### src/rtl/counter_pkg.sv
// Shared constants for the generic up-counter primitive.
package counter_pkg;

    localparam int unsigned COUNTER_DEFAULT_WIDTH = 8;
    localparam int unsigned COUNTER_MAX_WIDTH     = 32;

endpackage

### src/rtl/counter.sv
// Free-running up-counter with enable, synchronous clear and sticky wrap flag.
// Optional combinational at_max output is enabled by defining COUNTER_AT_MAX_EN.
module counter
    import counter_pkg::*;
#(
    parameter int unsigned WIDTH = COUNTER_DEFAULT_WIDTH
) (
    input  logic             clk,
    input  logic             reset_n,
    input  logic             enable,
    input  logic             clear,
    output logic [WIDTH-1:0] count,
`ifdef COUNTER_AT_MAX_EN
    output logic             at_max,
`endif
    output logic             overflow
);

    if (WIDTH < 1 || WIDTH > COUNTER_MAX_WIDTH) begin : g_width_check
        $error("counter: WIDTH %0d outside 1..%0d", WIDTH, COUNTER_MAX_WIDTH);
    end

    logic [WIDTH-1:0] count_q, count_d;
    logic             overflow_q, overflow_d;

    // Clear beats enable; an enable coinciding with clear is dropped.
    always_comb begin
        count_d    = count_q;
        overflow_d = overflow_q;
        if (clear) begin
            count_d    = '0;
            overflow_d = 1'b0;
        end else if (enable) begin
            count_d = count_q + WIDTH'(1);
            if (count_q == '1) begin
                overflow_d = 1'b1;
            end
        end
    end

    always_ff @(posedge clk or negedge reset_n) begin
        if (!reset_n) begin
            count_q    <= '0;
            overflow_q <= 1'b0;
        end else begin
            count_q    <= count_d;
            overflow_q <= overflow_d;
        end
    end

    assign count    = count_q;
    assign overflow = overflow_q;

`ifdef COUNTER_AT_MAX_EN
    assign at_max = (count_q == '1);
`endif

endmodule

### config.mk
export PLATFORM = sky130hd
export DESIGN_NAME = counter
export DESIGN_NICKNAME = d
export VERILOG_FILES = /design/src/rtl/counter_pkg.sv /design/src/rtl/counter.sv
export SDC_FILE = /design/constraint.sdc
export NUM_CORES = 1
export LEC_CHECK = 0
export ABC_CLOCK_PERIOD_IN_PS = 2400
export CAP_MARGIN = 20
export CORE_MARGIN = 4
export CORE_UTILIZATION = 32
export CTS_CLUSTER_SIZE = 28
export DETAILED_ROUTE_END_ITERATION = 8
export PLACE_DENSITY = 0.56
export RECOVER_POWER = 25
export SLEW_MARGIN = 0
export SYNTH_ARGS = -nofsm -noshare
export SYNTH_HDL_FRONTEND = slang
export SYNTH_SLANG_ARGS = --single-unit
### constraint.sdc
create_clock -name clk -period 2.4 [get_ports clk]
set_clock_uncertainty 0.15 [all_clocks]
set_input_delay 0.72 -clock clk [delete_from_list [all_inputs] [get_ports clk]]
set_output_delay 0.72 -clock clk [all_outputs]
set_load 0.01 [all_outputs]
Word-level counts from Yosys, hierarchy flattened
Cells that the tools add are included.
{"block": "word_totals", "register_bits": 9, "inputBits": 4, "output_inout_bits": 9}
{"block": "classes", "add_sub_neg": 1, "n_eq_ne": 1, "mux": 5, "reduce_logical": 3}
{"operator": "two-way mux 8 bit", "count": 2}
{"operator": "adder 8 x 1 -> 8 bit (second input constant)", "count": 1}
{"operator": "equality test 8 bit (second input constant)", "count": 1}
{"operator": "nonzero test 2 bit", "count": 2}
{"operator": "two-way mux 1 bit", "count": 3}
{"operator": "AND reduction 2 bit", "count": 1}

Longest topological paths before layout
{"block": "depth", "depth_word": 4, "mapped_depth": 4}

Worst setup path after synthesis
No wires, ideal clock.
{"block": "synth_path", "path_type": "input-to-reg", "startpoint": "in enable", "endpoint": "reg count_q[5] (netlist: count[5])", "setup_ns": 0.078, "t_arrival_ns": 1.374, "required_ns": 2.172, "path_slack_ns": 0.798, "path_stages": 4, "path_buffers": 1, "path_cell_list": "buf_6 > nand4_4 > or3_1 > a21oi_1"}
{"block": "synth_between", "elab_chain_cells": 1}
{"item": "start, declared", "line_no": "counter.sv:10", "rtl": "input logic enable,"}
{"item": "nonzero test 2 bit (no source line)"}
{"item": "end signal, assigned", "line_no": "counter.sv:46", "rtl": "count_q <= count_d;"}
{"item": "end, declared", "line_no": "counter.sv:23", "rtl": "logic [WIDTH-1:0] count_q, count_d;"}
No other way between the ends.
A chain may end at the register's enable or synchronous reset.

Worst setup path after layout
{"block": "layout_path", "startpoint": "reg count_q[2] (netlist: count[2])", "endpoint": "out count[2]"}
{"item": "end, declared", "line_no": "counter.sv:12", "rtl": "output logic [WIDTH-1:0] count,"}
No word-level cell between the ends.

==> summary.md <==
| Metric | Value |
|---|---|
| H-tree levels | `1` |
| CTS buffer count | `3` |
| Min cycle time layout | `2.17 ns` |
| Final period util | `0.904` |
| Main area contributors after synthesis | `dfrtp_1, xor2_1, nand4_4` |
| Fillers | `144` |
| Layout area overhead | `37.5%` |
| Critical path cell sequence | `clkdlybuf4s50_1` |
| Placed Instances | `68` |
| Fin. Hold Viols | `0` |
| Met2 Usage GRT | `0.124` |
| Worst path slowest cell | `clkdlybuf4s50_1` |
| Worst stage delay on the critical path | `0.58 ns` |
| Multi-input logic area | `196 µm²` |
| Cells after Synth | `41` |
| Post-DP HPWL | `623 µm` |
| Critical path launch point type | `register` |
| PortBufs | `12` |
| Post-place setup slack | `0.277 ns` |
| R2R Setup Slk | `0.91 ns` |
| Total gr overflow | `0` |
| Setup_tns | `0 ns` |
| Antenna cells | `0` |
| CTS tree | `done` |
| Number of synthesized flops with an enable pin | `0` |
| Non-Filler Instances | `72` |
| Final core occ | `0.465` |
| RSZ-0062 raised after global routing | `false` |
| Met3 GRT Util | `0.0518` |
| Vias in the first global route | `326` |
| Hold wc startpoint | `overflow$_DFFE_PN0P_` |
| DRC | `0` |
| Worst reg2reg endpoint | `count[6]$_DFFE_PN0P_` |
| Initial antenna violation count | `0` |
| Postcts setup bufs | `0` |
| Yosys reg bits | `9` |
| Maximum VDD drop | `0.000222 V` |
| Crit end category | `output pin` |
| Die area | `2030 µm²` |
| Comb power frac | `0.101` |
| Die Y | `45.1 µm` |
| CP top delay family | `buffers and inverters` |
| Hold endpoint | `overflow$_DFFE_PN0P_` |
| Max transition margin | `0.733` |
| Netlist cell types | `21` |
| Main synth FF type | `dfrtp_1` |
| Via-per-instance ratio | `4.79` |
| Lkg Pwr | `0.256 nW` |
| Total Nets Final | `63` |
| Io pins | `13` |
| Worst-path clk slew | `0.07 ns` |
| GR peak layer | `met1` |
| Core area | `1300 µm²` |
| CTS Buffer Depth | `2` |
| Overall Global Routing Usage | `0.102` |
| Outcome | `finished clean` |
| WP buf/inv | `1` |
| Largest net degree at the start of global routing | `10` |
| Seq pwr share | `0.511` |
| Max Fclk | `461 MHz` |
| Clk pwr share | `0.387` |
| # setup viols final | `0` |
| Register area | `225 µm²` |
| Pwr per Cell Area | `520 nW/µm²` |
| Int Power | `0.000237 W` |
| Drt first pass iters | `2` |
| Routed Antenna Nets | `0` |
| Max-slew violations | `0` |
| Share of synthesized registers carrying an async set or reset | `1.00` |
| Synthesized area per cell | `10.7 µm²` |
| Crit path DAT | `1.30 ns` |
| Avg WL per Cell | `12.1 µm` |
| Switching power | `0.0000780 W` |
| Post-synth top area cell | `dfrtp_1` |
| Clock sink total | `9` |
| Yosys top cell area share | `0.511` |
| PostCTS Resize Cnt | `0` |
| Worst hold stages | `2` |
| Via count | `345` |
| Fraction of layout cells with a size suffix above 1 | `0.123` |
| Clk root buf | `clkbuf_4` |
| R2R depth | `4` |
| Net Sw Frac | `0.248` |
| Clock latency on the worst-skew pair | `0.26 ns` |
| Setup CP Type | `register to output pin` |
| Placer Congestion | `0.686` |
| Initial Util | `0.338` |
| Reg-to-Reg Start | `count[0]$_DFFE_PN0P_` |
| Post-Syn Nets | `46` |
| CP max FO | `5` |
| CTS Hold Bufs | `0` |
| Mapped Area | `440 µm²` |
| Worst path required time | `1.53 ns` |
| Design Power | `0.000315 W` |
| Synth warnings | `0` |
| FP Rows | `13` |
| Die width | `45.1 µm` |
| First-pass GRT wire length | `1420 µm` |
| Final wirelength | `874 µm` |
| Final worst slack | `0.231 ns` |
| Worst hold-check path type | `register to register` |
| Max Cap Violations | `0` |
| M1 GR Usage | `0.138` |
| DR iter-0 viols | `2` |
| Slew @ Worst Pin | `0.399 ns` |
| Sequential area share after synthesis | `0.511` |
-- synth_stat cells, types with 2 or more instances --
cell	n
a21oi_1	2
dfrtp_1	9
mux2i_1	2
nand2_1	2
nand2b_1	2
nand3_1	2
nor2_1	5
or3_1	2
xor2_1	3
-- per-layer routing --
layer	part of all wire	wire length [µm]
met4	0.0057	5
met5	0	0
met2	0.41	360
met3	0.070	61
met1	0.51	447
-- how the worst max path moves through the flow --
stage | slack, ns | cells after the start | from | endpoint
after global routing | 0.19 | 1 | count[2]$_DFFE_PN0P_ | count[2]
after CTS | 0.23 | 1 | count[0]$_DFFE_PN0P_ | count[0]
after global placement | 0.28 | 4 | enable | count[5]$_DFFE_PN0P_
after floorplan | 0.80 | 4 | enable | count[5]$_DFFE_PN0P_
after detailed placement | 0.28 | 4 | enable | count[5]$_DFFE_PN0P_
final | 0.23 | 1 | count[2]$_DFFE_PN0P_ | count[2]
-- layout by cell type, fill, tap and decap left out, drive strengths merged --
cell	n
or2	1
buf	2
xnor2	1
nand3	2
ha	1
nand2	2
mux2i	2
o41ai	1
nand2b	2
nor3	1
inv	1
xor2	3
dfrtp	9
or3	2
clkdlybuf4s50	11
nor2	5
a21oi	2
o21ai	2
dlygate4sd3	1
clkbuf	4
nand4	2
-- kinds of logic (layout without fill, tap and decap cells) --
logic type      after synthesis  after routing  synth area share
xor+xnor                      4              4            0.0796
simple gates                 17             17             0.227
flops                         9              9             0.511
compound gates                5              5            0.0653
mux                           2              2            0.0455
fa+ha+maj                     1              1            0.0284
buf+inv                       3             19            0.0426
-- power by group through the flow --
stage	logic, W	clock network [W]	registers (W)
after detailed placement	0.0000327	0	0.000164
final	0.0000320	0.000122	0.000161
after CTS	0.0000329	0.000121	0.000161
after floorplan	0.0000139	0	0.000165
after global routing	0.0000349	0.000131	0.000162
after global placement	0.0000326	0	0.000164
-- registers in the layout (all words and copies together), names as in the netlist --
name      flops
overflow      1
count         8
-- through the flow --
stage / hold WS [ns] / cell area [µm²]
3_3_place_gp: 0.334 / 579
3_5_place_dp: 0.322 / 579
6_report: 0.339 / 606
2_1_floorplan: 0.274 / 440
4_1_cts: 0.343 / 606
5_1_grt: 0.409 / 606
-- tightest hold or removal path, stage by stage, from the launching register on --
cell and delay [ns]:
dfrtp_1 0.34, nand2b_1 0.06, o41ai_1 0.06
-- cell type report --
type | count | area share
clock buffer | 4 | 0.0434
tap | 15 | 0.0310
sequential | 9 | 0.372
timing repair buffer | 14 | 0.223
inverter | 1 | 0.00620
multi-input combinational | 29 | 0.324
Note: power is estimated with default switching activity, not from simulation.
